$ cat config.mk
export PLATFORM = sky130hd
export DESIGN_NAME = mem_port_arbiter
export DESIGN_NICKNAME = d
export VERILOG_FILES = /design/src/rtl/mem_port_arbiter.sv
export SDC_FILE = /design/constraint.sdc
export NUM_CORES = 1
export LEC_CHECK = 0
export BUFFER_PORTS_ARGS = -buffer_cell sky130_fd_sc_hd__buf_4
export CAP_MARGIN = 20
export CORE_UTILIZATION = 45
export DETAILED_ROUTE_END_ITERATION = 8
export PLACE_DENSITY_LB_ADDON = 0.2
export SYNTH_ARGS = -nofsm -noshare
export SYNTH_HDL_FRONTEND = slang
export SYNTH_SLANG_ARGS = --single-unit
$ cat constraint.sdc
create_clock -name clk -period 2 [get_ports clk]
set_clock_uncertainty 0.15 [all_clocks]
set_input_delay 0.4 -clock clk [delete_from_list [all_inputs] [get_ports clk]]
set_output_delay 0.4 -clock clk [all_outputs]
set_load 0.005 [all_outputs]
$ cat src/rtl/mem_port_arbiter.sv
// Two-requester arbiter and access sequencer for a single-port synchronous memory.
// Every grant runs ISSUE -> (WAIT for reads) -> RESP, then returns to IDLE to re-arbitrate.
module mem_port_arbiter #(
    parameter int AW      = 16,
    parameter int DW      = 32,
    parameter int MEM_LAT = 2
) (
    input  logic          clk,
    input  logic          rst_n,
    input  logic          cpu_req,
    input  logic          cpu_we,
    input  logic [AW-1:0] cpu_addr,
    input  logic [DW-1:0] cpu_wdata,
    output logic          cpu_ack,
    output logic [DW-1:0] cpu_rdata,
    output logic          cpu_stall,
    input  logic          ldr_req,
    input  logic          ldr_we,
    input  logic [AW-1:0] ldr_addr,
    input  logic [DW-1:0] ldr_wdata,
    output logic          ldr_ack,
    output logic [DW-1:0] ldr_rdata,
    output logic          mem_en,
    output logic          mem_we,
    output logic [AW-1:0] mem_addr,
    output logic [DW-1:0] mem_wdata,
    input  logic [DW-1:0] mem_rdata,
    output logic          busy,
    output logic          owner
);
    typedef enum logic [1:0] {IDLE, ISSUE, WAIT, RESP} state_t;

    localparam int CW = 4;

    state_t        state_reg;
    logic [CW-1:0] cnt_reg;
    logic          owner_reg;
    logic          last_owner_reg;
    logic          we_reg;
    logic          mem_en_reg;
    logic          mem_we_reg;
    logic [AW-1:0] mem_addr_reg;
    logic [DW-1:0] mem_wdata_reg;
    logic [1:0]    ack_reg;

    // Port 0 is the CPU, port 1 the loader; index order matches the owner encoding.
    logic [1:0]    req_vec;
    logic [1:0]    we_vec;
    logic [AW-1:0] addr_vec  [2];
    logic [DW-1:0] wdata_vec [2];
    logic          grant_sel;
    logic          rd_done;

    assign req_vec      = {ldr_req, cpu_req};
    assign we_vec       = {ldr_we, cpu_we};
    assign addr_vec[0]  = cpu_addr;
    assign addr_vec[1]  = ldr_addr;
    assign wdata_vec[0] = cpu_wdata;
    assign wdata_vec[1] = ldr_wdata;

    // On a tie the port that did not win last time gets the memory.
    assign grant_sel = (&req_vec) ? ~last_owner_reg : req_vec[1];
    assign rd_done   = (state_reg == WAIT) && (cnt_reg == CW'(1));

    always_ff @(posedge clk) begin
        if (!rst_n) begin
            state_reg      <= IDLE;
            cnt_reg        <= '0;
            owner_reg      <= 1'b0;
            last_owner_reg <= 1'b1;
            we_reg         <= 1'b0;
            mem_en_reg     <= 1'b0;
            mem_we_reg     <= 1'b0;
            mem_addr_reg   <= '0;
            mem_wdata_reg  <= '0;
            ack_reg        <= '0;
        end else begin
            mem_en_reg <= 1'b0;
            mem_we_reg <= 1'b0;
            ack_reg    <= '0;
            unique case (state_reg)
                IDLE: begin
                    if (|req_vec) begin
                        owner_reg      <= grant_sel;
                        last_owner_reg <= grant_sel;
                        we_reg         <= we_vec[grant_sel];
                        mem_en_reg     <= 1'b1;
                        mem_we_reg     <= we_vec[grant_sel];
                        mem_addr_reg   <= addr_vec[grant_sel];
                        mem_wdata_reg  <= wdata_vec[grant_sel];
                        state_reg      <= ISSUE;
                    end
                end
                ISSUE: begin
                    if (we_reg) begin
                        ack_reg[owner_reg] <= 1'b1;
                        state_reg          <= RESP;
                    end else begin
                        cnt_reg   <= CW'(MEM_LAT);
                        state_reg <= WAIT;
                    end
                end
                WAIT: begin
                    cnt_reg <= cnt_reg - CW'(1);
                    if (cnt_reg == CW'(1)) begin
                        ack_reg[owner_reg] <= 1'b1;
                        state_reg          <= RESP;
                    end
                end
                RESP: begin
                    state_reg <= IDLE;
                end
                default: begin
                    state_reg <= IDLE;
                end
            endcase
        end
    end

    // Each port keeps its last read data; only its own reads overwrite it.
    for (genvar gi = 0; gi < 2; gi++) begin : g_port
        logic [DW-1:0] rdata_reg;
        always_ff @(posedge clk) begin
            if (!rst_n) begin
                rdata_reg <= '0;
            end else if (rd_done && (owner_reg == 1'(gi))) begin
                rdata_reg <= mem_rdata;
            end
        end
    end

    assign cpu_rdata = g_port[0].rdata_reg;
    assign ldr_rdata = g_port[1].rdata_reg;
    assign cpu_ack   = ack_reg[0];
    assign ldr_ack   = ack_reg[1];
    assign cpu_stall = cpu_req & ~ack_reg[0];
    assign mem_en    = mem_en_reg;
    assign mem_we    = mem_we_reg;
    assign mem_addr  = mem_addr_reg;
    assign mem_wdata = mem_wdata_reg;
    assign busy      = (state_reg != IDLE);
    assign owner     = owner_reg;

endmodule

* Yosys cells after proc, flatten, opt, wreduce, memory -nomap -nowiden
Cells that the tools add are included. Widths: inputs -> output; s select.
Cells by class: $add $sub $neg 1, $lt $le $gt $ge 4, eq/ne operators 7, mux-type cells 21, bitwise operators 5, reduce and logical (&&, ||, !) cells 14
Operator list (number):
- $mux 32 | 3
- $mux 16 | 3
- $reduce_and 2->1 | 5
- $mux 2 | 4
- $pmux 2 s4 | 1
- $pmux 4 s2 | 1
- $mux 1 | 6
- $eq 2x2->1 const B | 2
- $eq 4x1->1 const B | 1
- $logic_and 1x1->1 | 4
- $lt 1x2->1 const B | 2
- $mux 4 | 1
- $ne 2x2->1 const B | 2
- $pmux 2 s2 | 1
- $reduce_bool 2->1 | 2
- $sub 4x1->4 const B | 1
- $not 1->1 | 3
- $reduce_and 3->1 | 1
- $eq 2x1->1 const B | 1
- $ge 2x2->1 const B | 1
- $logic_not 2->1 | 1
- $ne 2x1->1 const B | 1
- $not 1->2 | 1
- $reduce_or 2->1 | 1
- other kinds (3) | 3
Storage, ports and cells: register bits after elaboration 125, word-level logic and storage cells 64

* Depth between registers and ports, before layout
Gate-level depths: netlist (run 1).
word-level depth 6, mapped depth 8, mapped depth without buffers 6

* Worst setup path after synthesis (run 1)
Ideal clock, no wire load.
path type reg-to-reg, from register state_reg[0], to register g_port[1].rdata_reg[10], in the netlist ldr_rdata[10], data arrival time 1423 ps, path slack 310 ps, stages on the path, launching flop included 9, buffers on the path 2, clock period less this slack 1690 ps, path through dfxtp_1 > inv_1 > ha_1 > and4bb_2 > and2_1 > buf_4 > buf_6 > nand2_1 > a21boi_1
Between the ends: longest elaborated chain between the ends 3
Ends and longest elaborated chain:
- from (decl) | RTL line 35 | state_t state_reg;
- from (signal assigned) | RTL line 67 | state_reg <= IDLE;
- from (signal assigned) | RTL line 91 | state_reg <= ISSUE;
- from (signal assigned) | RTL line 97 | state_reg <= RESP;
- $eq 2x2->1 | RTL line 63 | assign rd_done = (state_reg == WAIT) && (cnt_reg == CW'(1));
- $logic_and 1x1->1 | RTL line 63
- $logic_and 1x1->1 | RTL line 126 | end else if (rd_done && (owner_reg == 1'(gi))) begin
- to (signal assigned) | RTL line 127 | rdata_reg <= mem_rdata;
- to (decl) | RTL line 122 | logic [DW-1:0] rdata_reg;
No other way between the ends. A chain may end at the register's enable or synchronous reset.

* Final worst setup path (run 1)
from register state_reg[0], to output busy
Between the ends: longest elaborated chain between the ends 1
Ends and longest elaborated chain:
- $reduce_bool 2->1 | RTL line 141 | assign busy = (state_reg != IDLE);
- to (decl) | RTL line 28 | output logic busy,
No other way between the ends.

==> results.json, run 1 <==
{
  "outcome": "complete, no violations",
  "clockRootBuffer": "clkbuf_8",
  "syn_area_per_cell_um2": 8.89,
  "initial_core_util_pct": 46.0,
  "synthXorXnorAreaFrac_pct": 0,
  "rows": 38,
  "core_area_mm2": 0.0108,
  "grt_usage_pct": 24.8,
  "fin_area_mm2": 0.00792,
  "synthMuxAreaShare_pct": 10.0,
  "yosys_warnings": 0,
  "p_per_area_mw_per_mm2": 988,
  "drc_errors": 0,
  "relSlewSlack_pct": 59.9,
  "crit_path_end_kind": "primary output",
  "hpwl_um": 10000,
  "critPathMaxFanout": 4,
  "drv_cap": 0,
  "synth_simple_gate_area_share_pct": 16.6,
  "worstHoldEndpoint": "mem_wdata[21]",
  "seq_area_mm2": 0.00250,
  "drt_iter0_drc": 256,
  "cts_tree": "done",
  "drt-vias-per-instance": 4.88,
  "fin_crit_sh_pct": 95.0,
  "fmax_mhz": 526,
  "dieArea_mm2": 0.0115,
  "nets": 982,
  "yosysSeqAreaShare_pct": 50.2,
  "placed_area_mm2": 0.00699,
  "drt-pass1-iter-count": 4,
  "synth_compound_area_share_pct": 16.8,
  "num_vias": 4858,
  "r2r_setup_slack_ns": 0.16,
  "synth_nets": 700,
  "syn-cell-area_mm2": 0.00499,
  "clk_latency_ns": 0.51,
  "crit_arrival_ns": 1.35,
  "antennaDiodeCount": 0,
  "ir_drop_v": 0.000539,
  "fillers": 782,
  "grt_pass1_vias": 4649,
  "die_x_um": 107,
  "die_h_um": 107,
  "synth_top_family_by_area": "compound AO/OA/AOI/OAI gates",
  "drive_gt1_share_pct": 35.0,
  "r2r-end": "ldr_rdata[6]",
  "wl_um": 14100,
  "area_growth_pct": 58.7,
  "worst_pin_slew_ns": 0.601,
  "hold_viol_final": 0,
  "finalSetupTns_ns": 0,
  "cts_made_buffers": 17,
  "rsz0062_at_grt": "no",
  "io_buffers": 252,
  "routedWlPerCell_um": 14.2,
  "leakage_uw": 0.00350,
  "synth_cell_type_count": 31,
  "min_path_type": "input port to register",
  "place_congestion": 0.778,
  "worstSetupStartpointType": "register",
  "grt_max_degree": 75,
  "r2r_cells": 7,
  "hold_path_depth": 3,
  "synth-adder-area-share_pct": 1.25,
  "multiInputGateArea_mm2": 0.00225,
  "holdCritStartpoint": "cpu_wdata[21]",
  "numClockSinks": 125,
  "drtAntennaViolNets": 0,
  "reg2reg_from": "state_reg[0]",
  "grt_pass1_wl_um": 22000,
  "setup_violations": 0,
  "period_needed_ns": 1.90,
  "cts_setup_buffers": 0,
  "ioPinCount": 253,
  "htree_levels": 4,
  "crit_required_ns": 1.45,
  "synth-seq-cells": 125,
  "clk_path_buf_depth": 2,
  "slew_viol_final": 0,
  "overflow": 0,
  "antenna_found_initial": 0,
  "worst-setup-path-type": "register to primary output",
  "cts.reportedPaths.clkPinSlew_ns": 0.06,
  "netlist_instances": 561
}
[report_power, final]
| part | total, uW | switching, uW | internal (uW) |
|---|---|---|---|
| Clock | 2860 | 1060 | 1800 |
| Combinational | 1900 | 895 | 1000 |
| Sequential | 3060 | 209 | 2850 |
| Total | 7820 | 2160 | 5660 |
[synth_stat cells]
master      n  share of area (%)
nand2_1   186                 14
dfxtp_1   125                 50
a21boi_1   60                9.0
mux2i_1    50                 10
o21ai_0    42                4.2
clkbuf_1   15                1.1
o21ai_1    10                1.0
buf_2       9               0.90
buf_6       8                1.8
inv_1       7               0.53
a21oi_1     6               0.60
a21boi_0    5               0.75
buf_4       5               0.75
ha_1        5                1.3
nor2b_1     4               0.50
nor2_1      3               0.23
and2_1      2               0.25
and3_1      2               0.25
nand3_1     2               0.20
nor3_1      2               0.20
nor3b_1     2               0.30
o211ai_1    2               0.30
a21boi_2    1               0.23
a21o_1      1               0.15
and2b_1     1               0.15
and4bb_2    1               0.25
nand2b_1    1               0.13
o21a_1      1               0.15
o221a_2     1               0.23
o31a_1      1               0.18
or3_1       1               0.13
[kinds of logic after synthesis]
kind of cell,after synthesis
DFF,125
AOI/OAI and AO/OA,130
buffers and inverters,44
muxes,50
adders and majority gates,5
and+or+nand+nor,207
[critical path, cell delays in order (launching register included)]
cell and delay, ns:
dfxtp_2 0.34, inv_1 0.08, ha_1 0.22, inv_1 0.09, buf_4 0.13
[worst max-delay path by stage]
stage	from	end	slack, ns	cells after the start
floorplan	state_reg[0]	ldr_rdata[10]	0.31	8
global placement	state_reg[0]	mem_wdata[19]	0.17	6
detailed placement	state_reg[0]	mem_wdata[15]	0.06	6
CTS	state_reg[0]	busy	0.05	4
global route	state_reg[0]	busy	0.02	4
finish	state_reg[0]	busy	0.10	4
[area by class of cell]
type,count,area share [%]
multi-input combinational,392,28.4
sequential,125,31.6
inverter,7,0.332
clock inverter,10,1.47
timing repair buffer,300,30.4
clock buffer,22,5.60
tap,140,2.21
[through the flow]
| step | util [%] | cells | power (uW) | setup slack, ns | hold WS, ns |
|---|---|---|---|---|---|
| 6_report | 73.0 | 996 | 7820 | 0.101 | 0.0125 |
| 5_1_grt | 73.0 | 996 | 8230 | 0.0236 | 0.00817 |
| 4_1_cts | 73.0 | 996 | 7870 | 0.0519 | 0.000511 |
| 3_5_place_dp | 64.5 | 929 | 4950 | 0.0590 | 0.295 |
| 3_3_place_gp | 64.5 | 929 | 4870 | 0.166 | 0.287 |
| 2_1_floorplan | - | 561 | 3960 | 0.310 | 0.290 |
[timing repair]
action / in CTS / in global routing
pin swaps: 0 / 0
hold buffers: 35 / 0
cloned: 0 / 0
resized for setup: 1 / 3
endpoints found under the setup margin: 1 / 3
hold endpoints to repair: 56 / 0
[layer usage]
layer  track usage [%]  vias up  part of all wire, %
met5                 0        -                    0
met4              8.81        0                  2.1
met3              7.14       23                  6.7
met2              43.6      192                   51
met1              28.4     2202                   40
li1                  -     2441                    -
[placed cells by master (no fill, tap or decap), types with 2 or more instances in the layout]
master / instances
clkinvlp_4: 2
nor3_1: 2
nand2_1: 186
clkinv_2: 3
bufinv_16: 2
nor2_1: 3
buf_12: 5
nor2b_1: 4
clkbuf_16: 16
dlygate4sd3_1: 35
mux2i_1: 50
dfxtp_1: 123
clkbuf_1: 4
o21ai_1: 10
clkinv_4: 3
a21boi_1: 60
o211ai_1: 2
clkbuf_8: 2
and3_1: 2
dfxtp_2: 2
ha_1: 4
and2_1: 2
a21boi_0: 5
o21ai_0: 42
inv_1: 7
nor3b_1: 2
a21oi_1: 6
nand3_1: 2
buf_4: 260
Note: power is estimated with default switching activity, not from simulation.
==> run 2: changes to the inputs <==
ABC_AREA = 1   (was unset)
CORE_UTILIZATION = 47   (was 45)
==> run 2 against run 1 <==
  * Total power increased by 6.0%
  * Largest cell class unchanged
  * Fmax increased by 3.0%
  * Combinational power increased by 22%
  * Cell area increased by 2.7%
  * Utilization decreased by 1.8 points
  * Register-to-register slack improved by 0.09 ns
  * Hold slack improved by 0.058 ns
  * Cell count increased by 25%
  * Sequential cell count unchanged
  * Critical path type unchanged
  * Synthesized cell count increased by 52%
  * First-iteration DRC count increased by 44%
==> results.json, run 2 <==
{
  "async_reset_ff_share_pct": 0,
  "initial_core_util_pct": 48.4,
  "yosys.area.top_type_share_pct": 45.3,
  "leakage_uw": 0.00463,
  "nets": 1233,
  "routedWlPerCell_um": 11.3,
  "rsz0062_at_grt": "no",
  "die_x_um": 110,
  "die_h_um": 110,
  "crit_arrival_ns": 1.29,
  "dp_cells": 1218,
  "drt_iter0_drc": 368,
  "clk_path_buf_depth": 2,
  "synth_edf_count": 0,
  "cts_hold_buf": 0,
  "netlist_instances": 854,
  "fmax_mhz": 542,
  "worst-setup-path-type": "register to primary output",
  "startpoint": "state_reg[0]",
  "synth_most_common_cell": "nand2_1",
  "ys_top_cells_by_count": "295 x nand2_1, 161 x nor2_1, 126 x inv_1, 125 x dfxtp_1, 34 x nand3_1",
  "hold_viol_final": 0,
  "grt_usage_pct": 23.6,
  "cts.reportedPaths.clkPinSlew_ns": 0.05,
  "synth-seq-cells": 125,
  "drive_gt1_share_pct": 29.1,
  "relSlewSlack_pct": 78.3,
  "yosysSeqAreaShare_pct": 45.3,
  "r2r-end": "mem_wdata[22]",
  "finalSetupTns_ns": 0,
  "num_vias": 5503,
  "min_path_type": "input port to register",
  "clockRootBuffer": "clkbuf_16",
  "fin_crit_sh_pct": 92.2,
  "r2r_setup_slack_ns": 0.25,
  "drv_cap": 0,
  "drtAntennaViolNets": 0,
  "grt_max_degree": 72,
  "antenna_found_initial": 0,
  "critPathMaxFanout": 4,
  "slew_viol_final": 0,
  "cts_tree": "done",
  "core_area_mm2": 0.0114,
  "ir_drop_v": 0.000708,
  "reg2reg_from": "state_reg[0]",
  "setup.worst_path.end": "busy",
  "period_needed_ns": 1.84,
  "synth_nets": 993,
  "wl_um": 14100,
  "drc_errors": 0,
  "worst_pin_slew_ns": 0.326,
  "ioPinCount": 253,
  "numClockSinks": 125,
  "finalNonFillerCells": 1248,
  "p_per_area_mw_per_mm2": 1020,
  "place_congestion": 0.800,
  "crit_required_ns": 1.45,
  "drt-pass1-iter-count": 4,
  "r2r_cells": 8,
  "drt-vias-per-instance": 4.41,
  "yosysTopAreaCell": "dfxtp_1",
  "setup_violations": 0,
  "htree_levels": 4,
  "syn-cell-area_mm2": 0.00552,
  "synth_cell_type_count": 21,
  "grt_pass1_wl_um": 23600,
  "synth.area.top_cells": "dfxtp_1 45%, nand2_1 20%, nor2_1 11%",
  "overflow": 0,
  "worstSetupStartpointType": "register",
  "yosys_warnings": 0,
  "rows": 39,
  "hpwl_um": 9820,
  "crit_path_end_kind": "primary output",
  "clk_latency_ns": 0.41,
  "synth_ff_type": "dfxtp_1",
  "antennaDiodeCount": 0,
  "dieArea_mm2": 0.0122,
  "cts_made_buffers": 17,
  "layout_common_cells": "294 x nand2_1, 253 x buf_4, 161 x nor2_1, 126 x inv_1, 125 x dfxtp_1",
  "final_common_cell": "nand2_1",
  "grt_pass1_vias": 5221,
  "area_growth_pct": 47.2,
  "io_buffers": 252,
  "outcome": "complete, no violations",
  "syn_area_per_cell_um2": 6.47
}
## run 2: changes by cell type in the layout (fill, tap and decap cells not counted), moves of 7 or more
| cell | previous run | this run |
|---|---|---|
| buf_4 | 260 | 253 |
| or2_2 | 0 | 24 |
| mux2i_1 | 50 | 0 |
| nand2_1 | 186 | 294 |
| o21ai_0 | 42 | 22 |
| dlygate4sd3_1 | 35 | 0 |
| nand3_1 | 2 | 34 |
| nor2_1 | 3 | 161 |
| a21boi_1 | 60 | 0 |
| inv_1 | 7 | 126 |
## run 2: layout make-up
class / instances / area, um2
clock buffers: 23 / 478
clock inverters: 7 / 65.1
fillers: 1024 / 3290
inverters: 127 / 477
multi-input cells: 561 / 2350
flip-flops and latches: 125 / 2500
well taps: 143 / 179
repair buffers: 262 / 2080
## run 2: worst min path at each step
stage                       start       endpoint  slack [ns]  depth (start not counted)
floorplan                  we_reg         we_reg        0.28                          2
global placement    mem_wdata[21]  mem_wdata[21]        0.29                          2
detailed placement  mem_wdata[11]  mem_wdata[11]        0.29                          2
CTS                 mem_rdata[21]  cpu_rdata[21]        0.06                          3
global route         mem_rdata[7]   ldr_rdata[7]        0.07                          3
finish              mem_rdata[30]  cpu_rdata[30]        0.07                          3
## run 2: metrics by stage
step / instance area, um2 / worst slack, ns / total power [uW] / util, % / hold WS [ns]
after floorplan: 5520 / 0.410 / 4370 / - / 0.277
after global placement: 7580 / 0.331 / 5470 / 66.4 / 0.288
after detailed placement: 7580 / 0.213 / 5520 / 66.4 / 0.290
after CTS: 8130 / 0.0862 / 8360 / 71.2 / 0.0566
after global routing: 8130 / 0.0444 / 8820 / 71.2 / 0.0708
final: 8130 / 0.156 / 8290 / 71.2 / 0.0708
## run 2: cell families (layout without fill, tap and decap cells)
family | count (synthesis) | count (layout) | synth area share, %
flip-flops | 125 | 125 | 45.3
AND/OR/NAND/NOR | 521 | 521 | 37.8
adder cells (fa/ha/maj) | 5 | 5 | 1.13
AO/OA/AOI/OAI | 35 | 35 | 3.28
buffers and inverters | 168 | 419 | 12.5
## run 2: timing repair
action,4_1_cts,5_1_grt
gates resized for setup,0,1
setup buffers,0,0
endpoints found under the setup margin,0,1
## run 2: routing by layer
layer	GRT usage, %	vias to the layer above	wire length [um]
li1	-	2967	-
met4	10.8	0	361
met1	26.4	2336	5840
met3	8.07	27	987
met5	0	-	0
met2	40.3	173	6860
## run 2: where the power goes
group          total [uW]  internal (uW)  switching (uW)
clock network        2810           1780            1030
registers            3150           2920             237
logic                2320           1150            1170
## run 2: worst max-delay path, stage by stage (launching register included)
cell     delay (ns)
dfxtp_1        0.37
inv_1          0.09
ha_2           0.22
inv_1          0.08
buf_4          0.12
==> run 3: changes to the inputs <==
CORE_UTILIZATION = 42   (was 47)
MAX_ROUTING_LAYER = met4   (was unset)
clock period = 1.6 ns   (was 2 ns; I/O delays follow)
==> run 3 against run 2 <==
  * The run now ends with negative hold slack, negative setup slack left
  * Hold slack worse by 0.073 ns
  * Largest power group unchanged
  * Register-to-register slack lost 0.27 ns
  * Via count is 7.8% higher
  * Cell count is 7.8% higher
  * Worst setup slack lost 0.24 ns
  * Total power is 42% higher
  * Count of clock-buffer cells in the layout grew 2
  * Utilization about the same
  * Cell area rose by 11%
  * First-iteration DRC count fell by 1.4%
  * Sequential power increased by 26%
==> results.json, run 3 (synthesis gave the netlist of run 2 again) <==
{
  "relSlewSlack_pct": 78.9,
  "period_needed_ns": 1.68,
  "critPathMaxFanout": 3,
  "worstSetupStartpointType": "register",
  "grt_use_met1_pct": 26.7,
  "finalSetupTns_ns": -0.101,
  "io_buffers": 252,
  "switching_share_pct": 29.4,
  "grt-busiest-layer": "met2",
  "clk_path_buf_depth": 2,
  "hold_viol_final": 1,
  "clockRootBuffer": "clkbuf_16",
  "antenna_found_initial": 0,
  "drv_cap": 0,
  "clk_latency_ns": 0.41,
  "die_h_um": 117,
  "place_ws_ns": 0.00329,
  "area_growth_pct": 64.0,
  "hpwl_um": 9980,
  "initial_core_util_pct": 43.4,
  "num_vias": 5932,
  "outcome": "finished with violations",
  "htree_levels": 4,
  "rows": 41,
  "worst-setup-path-type": "register to primary output",
  "grt_pass1_wl_um": 23400,
  "dieArea_mm2": 0.0136,
  "nets": 1300,
  "combPwrFrac_pct": 32.8,
  "intPower_uw": 8330,
  "grt_pass1_vias": 5137,
  "overflow": 0,
  "fin_hold_ws_ns": -0.00246,
  "grt_usage_pct": 23.1,
  "worst_pin_slew_ns": 0.316,
  "ioPinCount": 253,
  "critical-path-max-stage-delay_ns": 0.33,
  "grt_max_degree": 72,
  "cp_common_cell": "buf_6",
  "drt_iter0_drc": 363,
  "seq_power_share_pct": 33.7,
  "crit_arrival_ns": 1.21,
  "finalNonFillerCells": 1345,
  "multiInputGateArea_mm2": 0.00245,
  "drt-vias-per-instance": 4.41,
  "met2_usage_pct": 37.2,
  "switchingPower_uw": 3470,
  "cpMaxStageDelayCell": "dfxtp_2",
  "cts_tree": "done",
  "final_util_pct": 71.2,
  "cts_made_buffers": 17,
  "drtAntennaViolNets": 0,
  "drt-pass1-iter-count": 4,
  "crit_required_ns": 1.13,
  "clock_power_share_pct": 33.5,
  "wl_um": 16500,
  "slew_viol_final": 0,
  "setup_ws_ns": -0.0800,
  "violations": "negative hold slack, negative setup slack",
  "cts.reportedPaths.clkPinSlew_ns": 0.05,
  "leakage_uw": 0.00502,
  "place_congestion": 0.845,
  "crit_path_end_kind": "primary output",
  "fillers": 1060,
  "fin_crit_sh_pct": 105,
  "ir_drop_v": 0.000683,
  "p_per_area_mw_per_mm2": 1300,
  "dp_cells": 1257,
  "rsz0062_at_grt": "yes",
  "drive_gt1_share_pct": 32.2,
  "final_common_cell": "nand2_1",
  "layout_common_cells": "279 x nand2_1, 268 x buf_4, 160 x nor2_1, 123 x inv_1, 123 x dfxtp_1",
  "core_area_mm2": 0.0127,
  "use_met3_pct": 6.23,
  "fmax_mhz": 595,
  "cp_cell_sequence": "inv_2 > ha_4 > buf_6 > inv_4 > buf_6",
  "routedWlPerCell_um": 12.3,
  "min_path_type": "input port to register",
  "antennaDiodeCount": 0,
  "drc_errors": 0,
  "die_x_um": 117,
  "numClockSinks": 125,
  "seq_area_mm2": 0.00250,
  "setup_violations": 3
}
[run 3: cell types whose count changed in the layout (fill, tap and decap cells not counted), sizes merged]
cell / change
clkinv: -2
bufinv: +2
buf: +21
clkinvlp: -1
clkbuf: +8
dlygate4sd3: +40
[run 3: final timing paths]
check	end	slack, ns	from	cells after the start
worst max-delay path	busy	-0.08	state_reg[0]	5
worst max register to register	ldr_rdata[29]	-0.02	state_reg[1]	7
worst min register to register	mem_wdata[12]	0.30	mem_wdata[12]	2
worst min-delay path	mem_wdata[26]	-0.002	ldr_wdata[26]	3
[run 3: timing repair]
action | 4_1_cts | 5_1_grt
gates resized for setup | 11 | 49
cloned | 0 | 9
hold buffers | 36 | 4
hold endpoints to repair | 62 | 4
buffers inserted | 4 | 4
endpoints found under the setup margin | 3 | 109
pin swaps | 0 | 12
[run 3: area by class of cell]
type / instances / area share [%]
Tap cell: 172 / 2.38
Clock buffer: 25 / 5.47
Inverter: 127 / 5.29
Multi-Input combinational cell: 561 / 27.0
Timing Repair Buffer: 329 / 31.0
Sequential cell: 125 / 27.6
Clock inverter: 6 / 1.19
[run 3: critical path, delay by kind of cell, from the launching register on]
kind / cells / cell delay (ns)
fa+ha+maj: 1 / 0.16
buf+inv: 4 / 0.29
flops: 1 / 0.33
[run 3: stage by stage]
stage	instance area (um2)	total power, uW
final	9060	11800
after global routing	9060	12400
after CTS	8690	11200
after detailed placement	7670	6960
after global placement	7670	6930
after floorplan	5520	5460
[run 3: metal layers]
layer | part of all wire [%] | vias up
met5 | 0 | -
met4 | 2.6 | 0
met3 | 5.6 | 30
met2 | 49 | 174
met1 | 43 | 2613
li1 | - | 3115
[run 3: power by group through the flow]
stage	Combinational, uW	Sequential (uW)	Clock (uW)
global route	4250	4020	4160
floorplan	1460	4000	0
detailed placement	2970	3990	0
global placement	2950	3990	0
CTS	3230	3940	4000
finish	3870	3970	3950
